$ cat src/rtl/mem_stage_pkg.sv
// mem_stage_pkg: size encodings, FSM states and byte-enable constants for the MEM stage
package mem_stage_pkg;
  localparam logic [1:0] MEM_NONE = 2'b00;
  localparam logic [1:0] MEM_WORD = 2'b01;
  localparam logic [1:0] MEM_HALF = 2'b10;
  localparam logic [1:0] MEM_BYTE = 2'b11;
  localparam logic [3:0] BE_WORD = 4'b1111;
  localparam logic [3:0] BE_LO = 4'b0011;
  localparam logic [3:0] BE_HI = 4'b1100;
  localparam logic [3:0] BE_B0 = 4'b0001;
  typedef enum logic [1:0] {ST_IDLE, ST_REQ, ST_DONE} state_t;
endpackage

$ cat src/rtl/mem_stage_access_unit_lane_align.sv
// mem_lane_align: byte enables, replicated store data and sign-extended load extract
module mem_lane_align
  import mem_stage_pkg::*;
(
  input  logic [1:0]  size,
  input  logic [1:0]  addr,
  input  logic [31:0] wd,
  input  logic [31:0] rd,
  output logic [3:0]  be,
  output logic [31:0] wdata,
  output logic [31:0] rdata
);
  logic [15:0] h;
  logic [7:0]  b;
  // lane select by low address bits, little-endian
  always_comb begin
    h = addr[1] ? rd[31:16] : rd[15:0];
    b = addr[0] ? h[15:8] : h[7:0];
    be = size == MEM_WORD ? BE_WORD : size == MEM_HALF ? (addr[1] ? BE_HI : BE_LO) :
         size == MEM_BYTE ? BE_B0 << addr : 4'h0;
    wdata = size == MEM_HALF ? {2{wd[15:0]}} : size == MEM_BYTE ? {4{wd[7:0]}} : wd;
    rdata = size == MEM_HALF ? {{16{h[15]}}, h} : size == MEM_BYTE ? {{24{b[7]}}, b} : rd;
  end
endmodule

$ cat src/rtl/mem_stage_access_unit.sv
// mem_stage_access_unit: MEM stage load/store over req/ack port with branch resolve (option MEM_ALIGN_CHECK_EN)
module mem_stage_access_unit
  import mem_stage_pkg::*;
#(
  parameter int TIMEOUT_CYCLES = 64,
  parameter int WAIT_CNT_W = 7
) (
  input  logic        Clock,
  input  logic        Reset,
  input  logic [31:0] ALUResultIn,
  input  logic [31:0] ReadData2In,
  input  logic [31:0] PCAddResultIn,
  input  logic [1:0]  MemWriteIn,
  input  logic [1:0]  MemReadIn,
  input  logic        BranchIn,
  input  logic        ZeroIn,
  input  logic        RegWriteIn,
  input  logic        MemToRegIn,
  input  logic [31:0] WriteRegisterIn,
  output logic        MemReq,
  output logic        MemWe,
  output logic [31:0] MemAddr,
  output logic [31:0] MemWData,
  output logic [3:0]  MemByteEn,
  input  logic [31:0] MemRData,
  input  logic        MemAck,
  output logic        StallOut,
  output logic        PCSrcOut,
  output logic [31:0] BranchTargetOut,
  output logic [31:0] ReadDataOut,
  output logic [31:0] ALUResultOut,
  output logic [31:0] WriteRegisterOut,
  output logic        RegWriteOut,
  output logic        MemToRegOut,
  output logic        ErrorOut
`ifdef MEM_ALIGN_CHECK_EN
  ,
  output logic        MisalignOut
`endif
);
  state_t state, next;
  logic [WAIT_CNT_W-1:0] cnt;
  logic [31:0] addr_q, data_q, wdata, rdata;
  logic [1:0] size_q, size_in;
  logic [3:0] be;
  logic we_q, err_q, mis_q, op, misalign, timeout, in_req, start;
  assign op = (MemWriteIn != MEM_NONE) || (MemReadIn != MEM_NONE);
  assign size_in = MemWriteIn != MEM_NONE ? MemWriteIn : MemReadIn;
`ifdef MEM_ALIGN_CHECK_EN
  assign misalign = (size_in == MEM_WORD && ALUResultIn[1:0] != 2'b00) || (size_in == MEM_HALF && ALUResultIn[0]);
  assign MisalignOut = mis_q;
`else
  assign misalign = 1'b0;
`endif
  assign in_req = state == ST_REQ;
  assign start = state == ST_IDLE && op;
  assign timeout = in_req && !MemAck && cnt == WAIT_CNT_W'(TIMEOUT_CYCLES - 1);
  mem_lane_align u_align (
    .size(size_q),
    .addr(addr_q[1:0]),
    .wd(data_q),
    .rd(MemRData),
    .be(be),
    .wdata(wdata),
    .rdata(rdata)
  );
  // next-state: misaligned accesses skip the request phase
  always_comb begin
    next = state == ST_IDLE ? (op ? (misalign ? ST_DONE : ST_REQ) : ST_IDLE) :
           in_req ? (MemAck || timeout ? ST_DONE : ST_REQ) : ST_IDLE;
  end
  // state, latched transaction, wait counter and load result
  always_ff @(posedge Clock) begin
    if (Reset) begin
      state <= ST_IDLE;
      cnt <= '0;
      addr_q <= '0;
      data_q <= '0;
      size_q <= MEM_NONE;
      we_q <= 1'b0;
      err_q <= 1'b0;
      mis_q <= 1'b0;
      ReadDataOut <= '0;
    end else begin
      state <= next;
      cnt <= in_req ? cnt + WAIT_CNT_W'(1) : '0;
      err_q <= timeout;
      mis_q <= start && misalign;
      if (start) begin
        addr_q <= ALUResultIn;
        data_q <= ReadData2In;
        size_q <= size_in;
        we_q <= MemWriteIn != MEM_NONE;
      end
      if (in_req && MemAck) ReadDataOut <= rdata;
      else if (timeout || (start && misalign)) ReadDataOut <= '0;
    end
  end
  assign MemReq = in_req;
  assign MemWe = in_req && we_q;
  assign MemAddr = {addr_q[31:2], 2'b00};
  assign MemWData = wdata;
  assign MemByteEn = in_req ? be : 4'h0;
  assign StallOut = in_req || start;
  assign PCSrcOut = BranchIn && ZeroIn && !StallOut && !Reset;
  assign BranchTargetOut = PCAddResultIn;
  assign ALUResultOut = ALUResultIn;
  assign WriteRegisterOut = WriteRegisterIn;
  assign MemToRegOut = MemToRegIn;
  assign RegWriteOut = RegWriteIn && !err_q && !mis_q;
  assign ErrorOut = err_q;
endmodule

$ cat config.mk
export PLATFORM = sky130hd
export DESIGN_NAME = mem_stage_access_unit
export DESIGN_NICKNAME = d
export VERILOG_FILES = /design/src/rtl/mem_stage_pkg.sv /design/src/rtl/mem_stage_access_unit_lane_align.sv /design/src/rtl/mem_stage_access_unit.sv
export SDC_FILE = /design/constraint.sdc
export NUM_CORES = 1
export LEC_CHECK = 0
export CAP_MARGIN = 20
export CELL_PAD_IN_SITES_DETAIL_PLACEMENT = 1
export CELL_PAD_IN_SITES_GLOBAL_PLACEMENT = 1
export CORE_ASPECT_RATIO = 0.9
export CORE_MARGIN = 2
export CORE_UTILIZATION = 23
export DETAILED_ROUTE_END_ITERATION = 16
export HOLD_SLACK_MARGIN = 0.06
export MAX_ROUTING_LAYER = met4
export PLACE_DENSITY = 0.82
export SLEW_MARGIN = 10
export SYNTH_ARGS = -nofsm -noshare
export SYNTH_HDL_FRONTEND = slang
export SYNTH_SLANG_ARGS = --single-unit
$ cat constraint.sdc
create_clock -name Clock -period 1.6 [get_ports Clock]
set_input_delay 0.32 -clock Clock [delete_from_list [all_inputs] [get_ports Clock]]
set_output_delay 0.32 -clock Clock [all_outputs]
set_load 0.02 [all_outputs]
# [Word-level counts from Yosys, hierarchy flattened]
# Index checks and enable logic that the tools add are counted.
[totals] ff_bits=109 word_cells=55 input_bits=171
[op_classes] bitwise=1 n_eq_ne=5 shifts=1 muxes=18 n_reduce_logical=21 addsub=1
[op_table] op="$mux W32" count=6
[op_table] op="$mux W4" count=5
[op_table] op="$mux W16" count=1
[op_table] op="$logic_and A1 B1 Y1" count=9
[op_table] op="$mux W2" count=4
[op_table] op="$mux W8" count=1
[op_table] op="$add A7 B1 Y7 const B" count=1
[op_table] op="$eq A7 B6 Y1 const B" count=1
[op_table] op="$reduce_bool A2 Y1" count=3
[op_table] op="$eq A2 B1 Y1 const B" count=2
[op_table] op="$eq A2 B2 Y1 const B" count=2
[op_table] op="$logic_not A1 Y1" count=4
[op_table] op="$shl A1 B2 Y4 const A" count=1
[op_table] op="$logic_or A1 B1 Y1" count=3
[op_table] op="$logic_not A2 Y1" count=1
[op_table] op="$reduce_or A2 Y1" count=1
[op_table] op="$mux W1" count=1
[op_table] op="$not A1 Y1" count=1

# [Logic depth before layout (Yosys ltp)]
# Gate-level depths: netlist (run 1).
[logic_depth] word_depth=7 mapped_depth=6

# [Cells and area by module]
# From an unflattened synthesis (run 1), not the netlist that was laid out.
[unflattened] hier_cells=841 area_unflattened_um2=6752.7
[by_module_without_submodules] module="mem_stage_access_unit" instances=1 cells_each=672 area_each_um2=5607.9 seq_area_each_um2=2182.1
[by_module_without_submodules] module="mem_lane_align" instances=1 cells_each=169 area_each_um2=1144.8 seq_area_each_um2=0.0

# [Least setup slack after synthesis (run 1)]
# No wires, ideal clock.
[synth_timing] path_kind="in2out" startpoint="input port MemWriteIn[1]" endpoint="output port PCSrcOut" arrival_time_ns=1.647 path_stages=5 setup_slack_ns=-0.367 required_time_ns=1.280 n_path_buf=1 path_cell_list="nor4_2 -> nand2b_1 -> buf_4 -> nand2_1 -> nor3_1"
[synth_via] elab_chain_cells=7
[synth_lines] item="start, declared" line_no="mem_stage_access_unit.sv:13" source="input logic [1:0] MemWriteIn,"
[synth_lines] item="$reduce_bool A2 Y1" line_no="mem_stage_access_unit.sv:47" source="assign op = (MemWriteIn != MEM_NONE) || (MemReadIn != MEM_NONE);"
[synth_lines] item="$logic_or A1 B1 Y1" line_no="mem_stage_access_unit.sv:47"
[synth_lines] item="$logic_and A1 B1 Y1" line_no="mem_stage_access_unit.sv:56" source="assign start = state == ST_IDLE && op;"
[synth_lines] item="$logic_or A1 B1 Y1" line_no="mem_stage_access_unit.sv:104" source="assign StallOut = in_req || start;"
[synth_lines] item="named net StallOut" line_no="mem_stage_access_unit.sv:27" source="output logic StallOut,"
[synth_lines] item="$logic_not A1 Y1" line_no="mem_stage_access_unit.sv:105" source="assign PCSrcOut = BranchIn && ZeroIn && !StallOut && !Reset;"
[synth_lines] item="$logic_and A1 B1 Y1 (2 in series)" line_no="mem_stage_access_unit.sv:105"
[synth_lines] item="end, declared" line_no="mem_stage_access_unit.sv:28" source="output logic PCSrcOut,"
# The timed path passes the listed nets, and every way through them passes these cells.

# [Worst setup path after layout (run 1)]
[layout_timing] startpoint="register size_q[1]" endpoint="output port MemWData[9]"
[layout_via] elab_chain_cells=3
[layout_lines] item="start, declared" line_no="mem_stage_access_unit.sv:44" source="logic [1:0] size_q, size_in;"
[layout_lines] item="start signal, assigned" line_no="mem_stage_access_unit.sv:92" source="size_q <= size_in;"
[layout_lines] item="$eq A2 B2 Y1" line_no="mem_stage_access_unit_lane_align.sv:21" source="wdata = size == MEM_HALF ? {2{wd[15:0]}} : size == MEM_BYTE ? {4{wd[7:0]}} : wd;"
[layout_lines] item="$mux W32" line_no="mem_stage_access_unit_lane_align.sv:21"
[layout_lines] item="$mux W32 *" line_no="mem_stage_access_unit_lane_align.sv:21"
[layout_lines] item="end, declared" line_no="mem_stage_access_unit.sv:23" source="output logic [31:0] MemWData,"
# Every way passes the cells marked *; elsewhere a longest branch is shown, timed or not.

==> results of run 1 <==
[through the flow]
stage	power (mW)	area (µm²)	setup TNS (ns)	worst slack, ns
final	8.373	9255	-6.877	-0.2252
after global routing	8.815	9255	-10.73	-0.2891
after CTS	8.376	8974	-8.714	-0.2750
after detailed placement	5.683	8222	-77.73	-0.9999
after global placement	5.628	8222	-71.90	-0.9212
after floorplan	4.711	5843	-0.5889	-0.07447
[path summary, 6_finish.rpt]
| path | start | to | slack [ns] | depth (start not counted) |
|---|---|---|---|---|
| hold / removal | MemWriteIn[1] | size_q[1] | 0.28 | 3 |
| setup reg to reg | size_q[0] | ReadDataOut[16] | -0.15 | 7 |
| setup / recovery | size_q[1] | MemWData[9] | -0.23 | 4 |
| hold reg to reg | addr_q[3] | addr_q[3] | 0.46 | 2 |
[area by class of cell]
class | instances | area, µm² | area share (%)
multi-input cells | 388 | 2833 | 30.61
clock buffers | 9 | 225.2 | 2.433
repair buffers | 355 | 3428 | 37.04
inverters | 11 | 43.79 | 0.4732
flip-flops and latches | 109 | 2206 | 23.83
clock inverters | 7 | 91.34 | 0.9869
well taps | 342 | 427.9 | 4.623
[sequential cells by signal, summed over array words and instances (netlist names)]
register and count:
we_q 1, ErrorOut 1, ReadDataOut 32, cnt 7, state 2, data_q 32
size_q 2, addr_q 32
[timing repair]
action / 4_1_cts / 5_1_grt
pin swaps: 18 / 23
gates cloned: 4 / 0
setup endpoints to repair: 236 / 74
setup buffers: 17 / 8
resized for setup: 380 / 63
[critical path, stage by stage (launching register included)]
cell and delay, ns:
dfxtp_4 0.47, nand2_4 0.09, buf_12 0.14, mux2_4 0.31, buf_6 0.13
[layer usage]
layer,global-route usage (%),wire [µm],vias up
met1,17.47,8634,2583
met2,27.27,10930,209
met3,4.427,1482,42
li1,-,-,2562
met4,5.529,551,0
met5,-,0,-
[cells by family (layout without fill, tap and decap cells)]
| kind of cell | after synthesis | count (layout) | synth area share, % |
|---|---|---|---|
| xor+xnor | 4 | 4 | 0.6054 |
| mux | 50 | 50 | 9.490 |
| simple gates | 187 | 187 | 13.55 |
| other cells | 1 | 2 | 0.06479 |
| buf+inv | 190 | 382 | 21.98 |
| flops | 109 | 109 | 37.70 |
| compound gates | 143 | 144 | 16.39 |
| fa+ha+maj | 1 | 1 | 0.2161 |
[cells in the final DEF (no fill, tap or decap), drive strengths merged, types with 3 or more instances in the layout]
master	count
nor2	29
a21oi	80
inv	14
a22o	8
clkbuf	10
nand2	135
a2bb2oi	8
dlygate4sd2	103
clkdlybuf4s50	100
o21ai	3
o2bb2ai	26
dfxtp	109
a221oi	7
and2	4
nand3	4
o221ai	8
nor3	4
mux2i	32
nand2b	5
buf	150
mux2	16
[power breakdown]
| part | switching, mW | total, mW | internal (mW) |
|---|---|---|---|
| sequential | 0.162 | 3.09 | 2.93 |
| combinational | 1.44 | 2.85 | 1.41 |
| clock | 1.17 | 2.43 | 1.26 |
==> impl_metrics.json, run 1 <==
{
  "period_share_pct": 114.1,
  "async_flop_share_pct": 0,
  "n_antenna_cell": 0,
  "port-buffer-count": 241,
  "min_period_ns": 1.825,
  "dp_cells": 1177,
  "startpoint_type": "flop",
  "cts_tree": "yes",
  "holdWs_ns": 0.2750,
  "synth_edf_count": 0,
  "gp_congestion": 0.8299,
  "worst-setup-path-type": "flop to output pin",
  "maxSlewViolCount": 0,
  "status": "finished, violations left",
  "clk_path_buf_depth": 2,
  "syn-mean-instance-area_um2": 8.450,
  "htree_levels": 3,
  "fillers": 2877,
  "path_max_fanout": 7,
  "dp_hpwl_um": 14840,
  "stdcell_count": 1221,
  "synth.most_common_cell": "buf_4",
  "syn_inst": 685,
  "antenna_left": 0,
  "synthTopCellsByArea": "dfxtp_1 (38%), buf_4 (18%), nand2_1 (8.8%)",
  "hp-class": "input pin to flop",
  "clock_latency_ns": 0.35,
  "numCtsBuffers": 9,
  "first_iter_violations": 227,
  "wl_per_cell_um": 17.68,
  "p_per_area_mw_per_mm2": 904.7,
  "vdd_ir_drop_max_uv": 516.9,
  "drive_above_1_share_pct": 29.92,
  "dr.pass1.iters": 4,
  "area_delta_synth_final_pct": 59.90,
  "drc": 0,
  "pin_count": 374,
  "grt_pass1_wl_um": 31290,
  "syn-cell-area_mm2": 0.005788,
  "core_area_mm2": 0.02491,
  "synth-main-ff-cell": "dfxtp_1",
  "nets": 1046,
  "cts.sinks": 109,
  "fp.dieW_um": 171.2,
  "rsz0062_at_grt": "true",
  "cts.reportedPaths.clkPinSlew_ns": 0.08,
  "ys_seq_elements": 109,
  "violations": "negative setup slack",
  "grt_max_degree": 68,
  "fmax_mhz": 547.9,
  "cts_root_buffer": "clkbuf_16",
  "worstPathArrival_ns": 1.51,
  "synth_area_leader_cell": "dfxtp_1",
  "endpoint_kind": "output pin",
  "hold_viol": 0,
  "fin_worst_skew_ns": 0.01131,
  "worst-endpoint-required_ns": 1.28,
  "setup_viol": 52,
  "p_leak_nw": 4.021,
  "yosys_warnings": 0,
  "rows": 55,
  "wl_um": 21590,
  "hold_buffers": 0,
  "synth_common_cells": "buf_4 (140), nand2_1 (135), dfxtp_1 (109)",
  "fp.dieArea_mm2": 0.02645,
  "grt_pass1_vias": 5704,
  "final_core_util_pct": 37.15,
  "ys_seq_area_share_pct": 37.70,
  "vias_per_cell": 4.419,
  "die_h_um": 154.5,
  "antenna_found_initial": 0,
  "synth_top_area_share_pct": 37.70,
  "initial_core_util_pct": 23.23,
  "vias": 5396,
  "grt-ovfl-total": 0,
  "fin_ws_ns": -0.2252,
  "drv_cap": 0,
  "grtUsageTotal_pct": 15.83,
  "synth.distinct_cells": 41
}
No activity file was read; power rests on OpenSTA's default activity.
==> run 2: changes to the inputs <==
CELL_PAD_IN_SITES_DETAIL_PLACEMENT = 0   (was 1)
CORE_UTILIZATION = 27   (was 23)
PLACE_DENSITY = 0.9   (was 0.82)
clock period = 2.32 ns   (was 1.6 ns; I/O delays follow)
==> impl_metrics.json, run 2 (synthesis results as in run 1) <==
{
  "maxSlewViolCount": 0,
  "fmax_mhz": 449.3,
  "startpoint_type": "input pin",
  "fp.dieArea_mm2": 0.02263,
  "fillers": 2177,
  "crit_path_cell_trace": "dlygate4sd2_1 -> nor4_4 -> nand2b_4 -> nand2_1 -> buf_4 -> clkdlybuf4s15_2",
  "p_total_mw": 5.189,
  "vias_per_cell": 4.517,
  "tightest_slew_ns": 0.8284,
  "vdd_ir_drop_max_uv": 338.9,
  "max_stage_delay_ns": 0.36,
  "endpoint_kind": "output pin",
  "n_antenna_cell": 0,
  "cpLargestDelayFamily": "buffers and inverters",
  "rsz0062_at_grt": "false",
  "r2r-end": "ReadDataOut[9]",
  "worstPathArrival_ns": 1.76,
  "cts.reportedPaths.clkPinSlew_ns": 0.07,
  "status": "complete, no violations",
  "layout_commonest_cell": "clkdlybuf4s50_1",
  "crit_path_top_delay_cell": "nor4_4",
  "first_iter_violations": 220,
  "die_h_um": 142.9,
  "antenna_left": 0,
  "gp_congestion": 0.7965,
  "hold_buffers": 0,
  "ff_latch_area_mm2": 0.002187,
  "worst-endpoint-required_ns": 1.86,
  "reg_top3": "ReadDataOut: 32 flops, addr_q: 32 flops, data_q: 32 flops",
  "initial_core_util_pct": 27.70,
  "fp.dieW_um": 158.3,
  "min_to": "cnt[0]",
  "grt_pass1_wl_um": 26120,
  "core_area_mm2": 0.02090,
  "grtUsageTotal_pct": 15.36,
  "nets": 959,
  "cts_tree": "yes",
  "rows": 50,
  "drv_cap": 0,
  "final_core_util_pct": 37.81,
  "grt-ovfl-total": 0,
  "drive_above_1_share_pct": 9.722,
  "clock_latency_ns": 0.35,
  "holdPathStages": 1,
  "hold_start": "cnt[0]",
  "dp_hpwl_um": 12840,
  "rr_startpoint": "addr_q[1]",
  "layout_common_cells": "clkdlybuf4s50_1 (207), nand2_1 (135), dfxtp_1 (107)",
  "worst-setup-path-type": "input pin to output pin",
  "multi_input_area_mm2": 0.002365,
  "stdcell_area_mm2": 0.007901,
  "port-buffer-count": 241,
  "cts.sinks": 109,
  "area_delta_synth_final_pct": 36.51,
  "vias": 4869,
  "min_period_ns": 2.226,
  "grt_pass1_vias": 4788,
  "fin_worst_skew_ns": 0.007963,
  "slew_headroom_pct": 44.45,
  "hp-class": "flop to flop",
  "wl_um": 17280,
  "p_leak_nw": 3.086,
  "tns_ns": 0,
  "dr.pass1.iters": 4,
  "antenna_found_initial": 0,
  "setup_viol": 0,
  "drc": 0,
  "period_share_pct": 95.93,
  "p_per_area_mw_per_mm2": 656.8,
  "dpl-instance-area_mm2": 0.007594,
  "path_max_fanout": 3,
  "cts_root_buffer": "clkbuf_16",
  "numCtsBuffers": 9,
  "wl_per_cell_um": 16.03,
  "timing.critical_path.buf_inv": 3,
  "hold_viol": 0,
  "clk_path_buf_depth": 2,
  "reg2reg_depth": 5,
  "grt_max_degree": 67,
  "htree_levels": 3,
  "pin_count": 374,
  "r2r_slack_ns": 0.36
}
-- run 2: cell types whose count changed in the layout (fill, tap and decap cells not counted), sizes merged, moves of 2 or more --
cell           previous run  this run
clkbuf                   10        12
dlygate4sd2             103        29
buf                     150        30
inv                      14        11
clkdlybuf4s50           100       207
-- run 2: where the power goes --
group          leakage [nW]  internal [mW]  switching [mW]
clock network         0.135          0.793           0.712
logic                  2.05          0.749           0.813
registers             0.897           2.02           0.102
-- run 2: worst max path at each step --
stage                  startpoint         to  slack (ns)  cells past startpoint
finish              MemWriteIn[1]   StallOut        0.09                      6
global placement    MemWriteIn[0]   PCSrcOut       -0.62                      6
detailed placement  MemWriteIn[1]   PCSrcOut       -0.60                      6
floorplan           MemWriteIn[1]   PCSrcOut        0.07                      5
global route             state[1]      MemWe        0.01                      4
CTS                 MemWriteIn[0]  addr_q[3]      0.0006                      7
-- run 2: metal layers --
metal	global-route usage [%]	vias up	part of all wire (%)
met5	-	-	0
met4	4.267	0	1.4
met3	4.279	23	6.9
met2	25.10	174	48
met1	18.59	2290	44
li1	-	2382	-
-- run 2: through the flow --
| step | hold WS (ns) | setup slack (ns) | instances |
|---|---|---|---|
| 6_report | 0.4460 | 0.09434 | 1078 |
| 4_1_cts | 0.4451 | 0.0006319 | 1076 |
| 3_5_place_dp | 0.4313 | -0.5980 | 1060 |
| 3_3_place_gp | 0.4284 | -0.6239 | 1060 |
| 5_1_grt | 0.4708 | 0.01015 | 1078 |
| 2_1_floorplan | 0.4132 | 0.06521 | 686 |
-- run 2: what timing repair did --
item,CTS,global route
pin swaps,1,2
resized for setup,43,6
setup buffers,0,2
endpoints found under the hold margin,0,0
endpoints found under the setup margin,29,35
-- run 2: final cells by class --
cell class	instances	share of cell area [%]
repair buffers	269	33.68
well taps	286	4.529
inverters	11	0.5226
clock buffers	12	3.246
flip-flops and latches	109	27.68
multi-input cells	387	29.93
clock inverters	4	0.4117
